<file path="config.mk">
export PLATFORM = sky130hd
export DESIGN_NAME = dispatch_queue
export DESIGN_NICKNAME = d
export VERILOG_FILES = /design/src/rtl/ppc_types.sv /design/src/rtl/dispatch_fifo.sv /design/src/rtl/dispatch_queue.sv
export SDC_FILE = /design/constraint.sdc
export NUM_CORES = 1
export LEC_CHECK = 0
export ABC_CLOCK_PERIOD_IN_PS = 5300
export CAP_MARGIN = 20
export CORE_ASPECT_RATIO = 0.7
export CORE_UTILIZATION = 25
export DETAILED_ROUTE_END_ITERATION = 10
export PLACE_DENSITY = 0.45
export SETUP_SLACK_MARGIN = 0.1
export SYNTH_ARGS = -nofsm -noshare
export SYNTH_HDL_FRONTEND = slang
export SYNTH_HIERARCHICAL = 1
export SYNTH_SLANG_ARGS = --single-unit
</file>
<file path="constraint.sdc">
create_clock -name clk -period 5.3 [get_ports clk]
set_clock_uncertainty 0.15 [all_clocks]
set_input_delay 1.06 -clock clk [delete_from_list [all_inputs] [get_ports clk]]
set_output_delay 1.06 -clock clk [all_outputs]
set_load 0.01 [all_outputs]
</file>
<file path="src/rtl/ppc_types.sv">
// Shared types for the PowerPC dispatch path: flag bit positions inside the
// writeback flag bundle, the execution-unit enumeration and its index mapping.
// Optional build feature: DISPATCH_PERF_COUNTERS_EN (see dispatch_queue).
package ppc_types;

  // Flag bundle layout {gpr, spr, cr, alter_xer, alter_cr0, read_xer}, MSB first
  localparam int DISPATCH_FLAG_GPR      = 5;
  localparam int DISPATCH_FLAG_SPR      = 4;
  localparam int DISPATCH_FLAG_CR       = 3;
  localparam int DISPATCH_FLAG_XER      = 2;
  localparam int DISPATCH_FLAG_CR0      = 1;
  localparam int DISPATCH_FLAG_READ_XER = 0;
  localparam int DISPATCH_FLAG_COUNT    = 6;

  typedef enum logic [3:0] {
    EU_FXU0   = 4'd0,
    EU_FXU1   = 4'd1,
    EU_MUL    = 4'd2,
    EU_DIV    = 4'd3,
    EU_BRANCH = 4'd4,
    EU_CR     = 4'd5,
    EU_LSU    = 4'd6,
    EU_SPR    = 4'd7,
    EU_FPU    = 4'd8
  } execute_unit_t;

  // Channel index of an execution unit on the dispatch_queue unit ports
  function automatic int unsigned unit_index(execute_unit_t u);
    return int'(u);
  endfunction

endpackage

</file>
<file path="src/rtl/dispatch_fifo.sv">
// Generic DEPTH x WIDTH circular buffer with push, pop, synchronous flush and
// an entry count. Storage is not reset; only pointers and count are.
module dispatch_fifo #(
  parameter int DEPTH = 4,
  parameter int WIDTH = 8,
  localparam int PTR_W = $clog2(DEPTH),
  localparam int CNT_W = $clog2(DEPTH + 1)
) (
  input  logic             clk,
  input  logic             rstn,
  input  logic             flush,
  input  logic             push,
  input  logic             pop,
  input  logic [WIDTH-1:0] wdata,
  output logic [WIDTH-1:0] rdata,
  output logic [CNT_W-1:0] count,
  output logic             full,
  output logic             empty
);

  logic [WIDTH-1:0] mem_q [DEPTH];
  logic [PTR_W-1:0] wr_ptr_q, wr_ptr_d;
  logic [PTR_W-1:0] rd_ptr_q, rd_ptr_d;
  logic [CNT_W-1:0] count_q, count_d;
  logic             do_push;
  logic             do_pop;

  assign full    = (count_q == CNT_W'(DEPTH));
  assign empty   = (count_q == '0);
  assign do_push = push & ~full & ~flush;
  assign do_pop  = pop & ~empty & ~flush;
  assign rdata   = mem_q[rd_ptr_q];
  assign count   = count_q;

  // Next pointers and count; power-of-two DEPTH makes the pointers wrap naturally
  always_comb begin
    wr_ptr_d = wr_ptr_q;
    rd_ptr_d = rd_ptr_q;
    count_d  = count_q;
    if (do_push) wr_ptr_d = wr_ptr_q + PTR_W'(1);
    if (do_pop)  rd_ptr_d = rd_ptr_q + PTR_W'(1);
    if (do_push && !do_pop)      count_d = count_q + CNT_W'(1);
    else if (do_pop && !do_push) count_d = count_q - CNT_W'(1);
    if (flush) begin
      wr_ptr_d = '0;
      rd_ptr_d = '0;
      count_d  = '0;
    end
  end

  // Pointer and count registers
  always_ff @(posedge clk or negedge rstn) begin
    if (!rstn) begin
      wr_ptr_q <= '0;
      rd_ptr_q <= '0;
      count_q  <= '0;
    end else begin
      wr_ptr_q <= wr_ptr_d;
      rd_ptr_q <= rd_ptr_d;
      count_q  <= count_d;
    end
  end

  // Entry storage, written at the tail
  always_ff @(posedge clk) begin
    if (do_push) mem_q[wr_ptr_q] <= wdata;
  end

endmodule

</file>
<file path="src/rtl/dispatch_queue.sv">
// In-order dispatch queue: buffers decoded instructions and issues the head to
// one of NUM_UNITS execution units with a valid/ready handshake, returning the
// accepting unit's reservation-station ID and the writeback flags registered.
// Optional build feature: define DISPATCH_PERF_COUNTERS_EN to add the
// perf_issue_count / perf_stall_count outputs.
module dispatch_queue
  import ppc_types::*;
#(
  parameter int RS_ID_WIDTH    = 5,
  parameter int NUM_UNITS      = 9,
  parameter int DEPTH          = 4,
  parameter int PAYLOAD_WIDTH  = 64,
  parameter int FLAG_WIDTH     = DISPATCH_FLAG_COUNT,
  parameter int UNIT_SEL_WIDTH = $clog2(NUM_UNITS + 1),
  localparam int OCC_W         = $clog2(DEPTH + 1)
) (
  input  logic                             clk,
  input  logic                             rstn,
  input  logic                             flush,
  input  logic                             in_valid,
  output logic                             in_ready,
  input  logic [UNIT_SEL_WIDTH-1:0]        in_unit,
  input  logic [PAYLOAD_WIDTH-1:0]         in_payload,
  input  logic [FLAG_WIDTH-1:0]            in_flags,
  output logic [NUM_UNITS-1:0]             unit_valid,
  input  logic [NUM_UNITS-1:0]             unit_ready,
  output logic [PAYLOAD_WIDTH-1:0]         unit_payload,
  input  logic [NUM_UNITS*RS_ID_WIDTH-1:0] unit_id,
  output logic                             dispatched,
  output logic [RS_ID_WIDTH-1:0]           id_taken,
  output logic [FLAG_WIDTH-1:0]            flags_out,
  output logic                             invalid_instr,
`ifdef DISPATCH_PERF_COUNTERS_EN
  output logic [31:0]                      perf_issue_count,
  output logic [31:0]                      perf_stall_count,
`endif
  output logic [OCC_W-1:0]                 occupancy
);

  localparam int ENTRY_W = UNIT_SEL_WIDTH + FLAG_WIDTH + PAYLOAD_WIDTH;

  logic [ENTRY_W-1:0]        head_entry;
  logic [UNIT_SEL_WIDTH-1:0] head_unit;
  logic [FLAG_WIDTH-1:0]     head_flags;
  logic                      fifo_full;
  logic                      fifo_empty;
  logic                      head_live;
  logic                      head_invalid;
  logic                      fire;
  logic                      drop;
  logic                      push;
  logic [RS_ID_WIDTH-1:0]    sel_id;

  logic                      dispatched_q;
  logic                      invalid_q;
  logic [RS_ID_WIDTH-1:0]    id_taken_q;
  logic [FLAG_WIDTH-1:0]     flags_q;

  // No pass-through when full: in_ready depends only on the stored count
  assign in_ready     = ~fifo_full;
  assign push         = in_valid & in_ready & ~flush;
  assign head_unit    = head_entry[ENTRY_W-1 -: UNIT_SEL_WIDTH];
  assign head_flags   = head_entry[PAYLOAD_WIDTH +: FLAG_WIDTH];
  assign unit_payload = head_entry[PAYLOAD_WIDTH-1:0];
  assign head_live    = ~fifo_empty & ~flush;
  assign head_invalid = (head_unit >= UNIT_SEL_WIDTH'(NUM_UNITS));
  assign fire         = |(unit_valid & unit_ready);
  // Entries with an out-of-range unit select are dropped without a handshake
  assign drop         = head_live & head_invalid;

  dispatch_fifo #(
    .DEPTH (DEPTH),
    .WIDTH (ENTRY_W)
  ) u_fifo (
    .clk   (clk),
    .rstn  (rstn),
    .flush (flush),
    .push  (push),
    .pop   (fire | drop),
    .wdata ({in_unit, in_flags, in_payload}),
    .rdata (head_entry),
    .count (occupancy),
    .full  (fifo_full),
    .empty (fifo_empty)
  );

  // Decode the head unit select into the one-hot valid and pick that unit's ID
  always_comb begin
    unit_valid = '0;
    sel_id     = '0;
    for (int k = 0; k < NUM_UNITS; k++) begin
      if (head_unit == UNIT_SEL_WIDTH'(k)) begin
        unit_valid[k] = head_live;
        sel_id        = unit_id[k*RS_ID_WIDTH +: RS_ID_WIDTH];
      end
    end
  end

  // Issue result registers: pulses follow each pop, ID/flags hold the last issue
  always_ff @(posedge clk or negedge rstn) begin
    if (!rstn) begin
      dispatched_q <= 1'b0;
      invalid_q    <= 1'b0;
      id_taken_q   <= '0;
      flags_q      <= '0;
    end else begin
      dispatched_q <= fire;
      invalid_q    <= drop;
      if (fire) begin
        id_taken_q <= sel_id;
        flags_q    <= head_flags;
      end
    end
  end

  assign dispatched    = dispatched_q;
  assign invalid_instr = invalid_q;
  assign id_taken      = id_taken_q;
  assign flags_out     = flags_q;

`ifdef DISPATCH_PERF_COUNTERS_EN
  logic [31:0] issue_cnt_q;
  logic [31:0] stall_cnt_q;
  logic        stall;

  assign stall = |(unit_valid & ~unit_ready);

  // Free-running issue and stall counters, wrapping at 2^32
  always_ff @(posedge clk or negedge rstn) begin
    if (!rstn) begin
      issue_cnt_q <= '0;
      stall_cnt_q <= '0;
    end else begin
      if (fire)  issue_cnt_q <= issue_cnt_q + 32'd1;
      if (stall) stall_cnt_q <= stall_cnt_q + 32'd1;
    end
  end

  assign perf_issue_count = issue_cnt_q;
  assign perf_stall_count = stall_cnt_q;
`endif

endmodule

</file>
## Word level (Yosys, flattened, before mapping)

Memory sizes are Yosys's and may differ from the RTL's.
Index checks and enable logic that the tools add are counted.

| word-level totals | value |
|---|---|
| register bits after elaboration | 20 |
| latch bits | 0 |
| bits in writable memories | 296 |
| ROM bits | 0 |
| word-level logic and storage cells | 72 |
| memories kept | 1 |

Memories:

| name | words | bits a word | rd ports | clocked after memory_dff | wr ports | line | RTL |
|---|---|---|---|---|---|---|---|
| u_fifo.mem_q | 4 | 74 | 1 | 0 | 1 | dispatch_fifo.sv:21 | `logic [WIDTH-1:0] mem_q [DEPTH];` |

| cells by class | value |
|---|---|
| add/subtract/negate cells | 4 |
| multiply operators | 0 |
| div/mod/pow operators | 0 |
| $lt $le $gt $ge | 1 |
| equal/unequal tests | 9 |
| shift operators | 0 |
| mux-type cells | 27 |
| bitwise logic cells | 13 |
| reductions and logical operators | 10 |

Operators with widths:

| operator | number |
|---|---|
| 5-bit two-way mux | 9 |
| 4-bit by 3-bit == test with 1-bit output, second input constant | 4 |
| 1-bit two-way mux | 11 |
| 9-bit AND | 1 |
| 3-bit two-way mux | 3 |
| 9-bit OR reduction | 1 |
| 1-bit AND | 8 |
| 4-bit by 2-bit == test with 1-bit output, second input constant | 2 |
| 2-bit two-way mux | 4 |
| 2-bit by 1-bit adder with 2-bit output, second input constant | 2 |
| 4-bit by 1-bit == test with 1-bit output, second input constant | 1 |
| 4-bit == test, second input constant | 1 |
| 4-bit >= comparator, second input constant | 1 |
| 4-bit logical NOT | 1 |
| 2-bit nonzero test | 2 |
| 3-bit by 1-bit adder with 3-bit output, second input constant | 1 |
| 3-bit == test, second input constant | 1 |
| 3-bit logical NOT | 1 |
| 1-bit NOT | 3 |
| 3-bit nonzero test | 1 |
| 3-bit by 1-bit subtractor with 3-bit output, second input constant | 1 |
| 1-bit logical AND | 2 |
| 1-bit logical NOT | 2 |
| 1-bit OR | 1 |

## Longest topological paths before layout

| logic depth | value |
|---|---|
| depth in word-level cells | 13 |
| depth in mapped cells | 17 |
| depth with buffers taken out | 12 |

## Cells and area by module

Netlist, hierarchy kept.

Modules (own cells, without submodules):

| module | instances | cells an instance | area an instance (sq um) | seq. area each (sq um) |
|---|---|---|---|---|
| dispatch_fifo | 1 | 448 | 11238.3 | 9063.7 |
| dispatch_queue | 1 | 130 | 1237.4 | 325.3 |

## Worst setup path before layout

No wires, ideal clock.

| path | value |
|---|---|
| path kind | input -> register |
| start | input flush |
| end | memory u_fifo/mem_q[0][0] (netlist name), enable pin |
| setup time | 0.440 ns |
| data arrival time | 3.782 ns |
| required time | 4.710 ns |
| setup slack | 0.928 ns |
| stages | 4 |
| buffers on the path | 0 |
| path through | nor3b_1 inv_1 nor3_1 and2_1 |

| between the ends | value |
|---|---|
| longest elaborated chain between the ends | 6 |

Ends and longest elaborated chain:

| what | line | RTL |
|---|---|---|
| start, declared | dispatch_queue.sv:19 | `input logic flush,` |
| 1-bit NOT (*) | dispatch_fifo.sv:30, dispatch_queue.sv:61 |  |
| 1-bit AND | dispatch_queue.sv:61 | `assign push = in_valid & in_ready & ~flush;` |
| 1-bit AND | dispatch_fifo.sv:30 | `assign do_push = push & ~full & ~flush;` |
| 1-bit AND (*) | dispatch_fifo.sv:30 |  |
| 1-bit two-way mux (*) | dispatch_fifo.sv:66 | `if (do_push) mem_q[wr_ptr_q] <= wdata;` |
| 1-bit two-way mux (not written as such) (*) | dispatch_fifo.sv:66 |  |
| end, declared | dispatch_fifo.sv:21 |  |

Every way passes the cells marked *; elsewhere a longest branch is shown, timed or not.

## Final worst setup path

| path | value |
|---|---|
| start | register u_fifo.rd_ptr_q[1] |
| end | output unit_valid[8] |

| between the ends | value |
|---|---|
| longest elaborated chain between the ends | 3 |

Ends and longest elaborated chain:

| what | line | RTL |
|---|---|---|
| start, declared | dispatch_fifo.sv:23 | `logic [PTR_W-1:0] rd_ptr_q, rd_ptr_d;` |
| start signal, assigned | dispatch_fifo.sv:59 | `rd_ptr_q <= rd_ptr_d;` |
| memory 4 x 74 bit | -- |  |
| named net head_entry[71] | dispatch_queue.sv:42 | `logic [ENTRY_W-1:0] head_entry;` |
| 4-bit == test | dispatch_queue.sv:92 | `if (head_unit == UNIT_SEL_WIDTH'(k)) begin` |
| 1-bit two-way mux | dispatch_queue.sv:92 |  |
| end, declared | dispatch_queue.sv:25 | `output logic [NUM_UNITS-1:0] unit_valid,` |

The timed path passes the listed nets, and every way through them passes these cells.

==> results_dict.tcl <==
set metrics [dict create \
    antenna_violations_before_repair 2 \
    die_span_y_um 188.9 \
    nets 956 \
    maxSlewHeadroom_pct 51.54 \
    cts_hold_buf 0 \
    post_cts.resized_instances 0 \
    syn_avg_cell_area_um2 21.58 \
    rsz0062_at_grt "no" \
    post_synth_arst_share_pct 6.329 \
    tritoncts_clock_tree "done" \
    first_iter_violations 371 \
    tightestPinTransition_ps 726.9 \
    finalCritPeriodShare_pct 85.44 \
    io_buffer_count 221 \
    io_pins 222 \
    drt_drc_violations_left 0 \
    mappedNetlistArea_um2 12480 \
    gr-total-overflow 0 \
    core_region_area_um2 49260 \
    drt_pass1_iterations 4 \
    final_period_minus_worst_setup_slack_ps 4528 \
    hpwlAfterDp_um 17730 \
    p_leak_uw 0.005246 \
    preCtsSetupSlack_ps 999.8 \
    antenna_left 0 \
    grt_max_degree 75 \
    initial_utilization_pct 25.33 \
    placed_cell_area_um2 15500 \
    drive_gt1_share_pct 20.28 \
    n_antenna_cell 0 \
    cts_root_buf "sky130_fd_sc_hd__clkbuf_16" \
    flops_latches_synth 316 \
    fill_cells 4622 \
    clock_insertion_delay_worst_skew_ps 510 \
    die_width_um 269 \
    ctsHtreeMaxLevel 2 \
    seq_area_frac_synth_pct 75.26 \
    count_of_endpoints_failing_setup_in_the_final_report 0 \
    drv_slew 0 \
    min-delay-path-class "flop to flop" \
    cts_setup_buffers 0 \
    total_negative_slack_for_setup_checks_ps 0 \
    report.final.hold_viol_count 0 \
    worst-endpoint-arrival_ps 3320 \
    via_count 6330 \
    maxClockFrequency_mhz 220.8 \
    routed_wire_length_per_instance_um 19.10 \
    run_status "complete, no violations" \
    final_cell_area_um2 16550 \
    syn_nets 715 \
    critPathRequiredTime_ps 4090 \
    crit_fanout 32 \
    avgViaCountPerCell 4.198 \
    crit_type "flop to output pin" \
    start_kind "flop" \
    vdd.ir_drop.worst_mv 0.1826 \
    worst_setup_hold_path_clk_slew_ps 60 \
    ys_dominant_reg_cell "sky130_fd_sc_hd__edfxtp_1" \
    tritoncts_buffer_count 35 \
    die-area_um2 50810 \
    final.setup.worst_slack_ps 771.6 \
    synth.yosys.warnings 6 \
    std_cell_rows 68 \
    grt_util_all_layers_pct 11.47 \
    count_of_flip_flops_with_a_built_in_enable_after_synthesis 296 \
    clock_sinks 316 \
    gp_routability_congestion 0.7259 \
    wirelength_um 28800 \
    cap_viol_max_count 0 \
    cts_max_path_buffers 3 \
    p_per_area_nw_per_um2 366.4 \
    via_count_of_the_first_global_routing_pass 6837 \
    yosys.cell_types.count 56 \
    grt_first_pass_wirelength_um 43550 \
    post_synth_inst_count 578 \
    critPathCaptureType "output pin" \
    layout-area-overhead-vs-synth_pct 32.64 \
]
-- layout make-up --
type / count / area, um2 / share of cell area [%]
clock buffer: 39 / 912.1 / 5.512
clock inverter: 22 / 135.1 / 0.8166
inverter: 8 / 30.03 / 0.1815
multi-input combinational: 222 / 2843 / 17.18
sequential: 316 / 9397 / 56.78
tap: 665 / 832.0 / 5.028
timing repair buffer: 236 / 2400 / 14.50
-- critical path, cell delays in order, from the launching register on --
cell,delay (ps)
sky130_fd_sc_hd__dfrtp_4,640
sky130_fd_sc_hd__mux4_2,700
sky130_fd_sc_hd__or4b_1,700
sky130_fd_sc_hd__nor3_1,180
sky130_fd_sc_hd__clkdlybuf4s50_1,580
-- final timing paths --
check,from,to,slack (ps),cells past startpoint
min reg2reg,flags_out[0]$_DFFE_PN0P_,flags_out[0]$_DFFE_PN0P_,350,1
min,flags_out[0]$_DFFE_PN0P_,flags_out[0]$_DFFE_PN0P_,350,1
max,u_fifo/rd_ptr_q[1]$_DFFE_PN0P_,unit_valid[8],770,4
max in group asynchronous,rstn,u_fifo/rd_ptr_q[0]$_DFFE_PN0P_,4000,2
max reg2reg,u_fifo/rd_ptr_q[1]$_DFFE_PN0P_,u_fifo/count[2]$_DFFE_PN0P_,1110,12
min in group asynchronous,rstn,u_fifo/wr_ptr_q[0]$_DFFE_PN0P_,750,2
-- layout by cell type (no fill, tap or decap), drive strengths merged, types with 3 or more instances in the layout --
cell | Yosys | routed
mux4 | 75 | 75
nor2 | 23 | 23
edfxtp | 296 | 296
nand3b | 5 | 5
nand2b | 3 | 3
and2 | 4 | 4
nor4 | 3 | 3
mux2i | 17 | 17
mux2 | 13 | 13
ha | 4 | 4
clkinv | 0 | 18
clkbuf | 6 | 39
o22ai | 4 | 4
o31ai | 3 | 3
dfrtp | 20 | 20
clkdlybuf4s50 | 0 | 221
nor3b | 7 | 7
inv | 8 | 10
nor3 | 5 | 5
nand2 | 7 | 7
buf | 26 | 15
o21ai | 11 | 11
a21oi | 5 | 5
-- cell usage after synthesis (3+ instances only) --
cell type | n | area, um2
sky130_fd_sc_hd__edfxtp_1 | 296 | 8889
sky130_fd_sc_hd__mux4_2 | 75 | 1689
sky130_fd_sc_hd__nor2_1 | 22 | 82.58
sky130_fd_sc_hd__dfrtp_1 | 20 | 500.5
sky130_fd_sc_hd__mux2i_1 | 17 | 170.2
sky130_fd_sc_hd__buf_2 | 13 | 65.06
sky130_fd_sc_hd__o21ai_0 | 10 | 50.05
sky130_fd_sc_hd__buf_6 | 8 | 90.09
sky130_fd_sc_hd__mux2_4 | 8 | 120.1
sky130_fd_sc_hd__inv_1 | 7 | 26.28
sky130_fd_sc_hd__nand2_1 | 7 | 26.28
sky130_fd_sc_hd__nor3b_1 | 6 | 45.04
sky130_fd_sc_hd__a21oi_1 | 5 | 25.02
sky130_fd_sc_hd__clkbuf_1 | 5 | 18.77
sky130_fd_sc_hd__mux2_2 | 5 | 56.30
sky130_fd_sc_hd__nand3b_1 | 5 | 37.54
sky130_fd_sc_hd__and2_1 | 4 | 25.02
sky130_fd_sc_hd__buf_4 | 4 | 30.03
sky130_fd_sc_hd__ha_1 | 4 | 50.05
sky130_fd_sc_hd__nor3_1 | 4 | 20.02
sky130_fd_sc_hd__o22ai_1 | 4 | 25.02
sky130_fd_sc_hd__nand2b_1 | 3 | 18.77
sky130_fd_sc_hd__nor4_1 | 3 | 18.77
sky130_fd_sc_hd__o31ai_1 | 3 | 22.52
-- per-layer routing --
| layer | wire, um | vias up | global-route usage [%] |
|---|---|---|---|
| li1 | - | 2889 | - |
| met5 | 27 | - | 0 |
| met3 | 1382 | 39 | 2.939 |
| met1 | 12470 | 3284 | 14.75 |
| met4 | 496 | 4 | 3.103 |
| met2 | 14430 | 114 | 19.11 |
-- power by group --
part | total, uW | internal, uW | switching, uW
clock | 2220 | 1250 | 969
combinational | 946 | 532 | 414
sequential | 2900 | 2840 | 56.3
-- cell families after synthesis --
group / synth area share, %
and+or+nand+nor: 3.360
DFF: 75.26
adders and majority gates: 0.5617
muxes: 16.32
buffers and inverters: 2.036
xor gates and xnor gates: 0.1404
AOI/OAI and AO/OA: 2.327
-- sequential cells by signal, summed over array words and instances (netlist names) --
name,flops
flags_out,6
u_fifo/count,3
u_fifo/rd_ptr_q,2
u_fifo/mem_q,296
u_fifo/wr_ptr_q,2
invalid_instr,1
id_taken,5
dispatched,1
-- metrics by stage --
step / hold WS (ps) / utilization (%) / std cells / total power, uW
3_5_place_dp: 344.1 / 31.47 / 1447 / 3920
5_1_grt: 368.1 / 33.59 / 1508 / 6334
2_1_floorplan: 400.1 / - / 578 / 3454
4_1_cts: 357.1 / 33.59 / 1508 / 6188
6_report: 351.0 / 33.59 / 1508 / 6063
3_3_place_gp: 337.3 / 31.47 / 1447 / 3925
(Power assumes the default switching activity.)
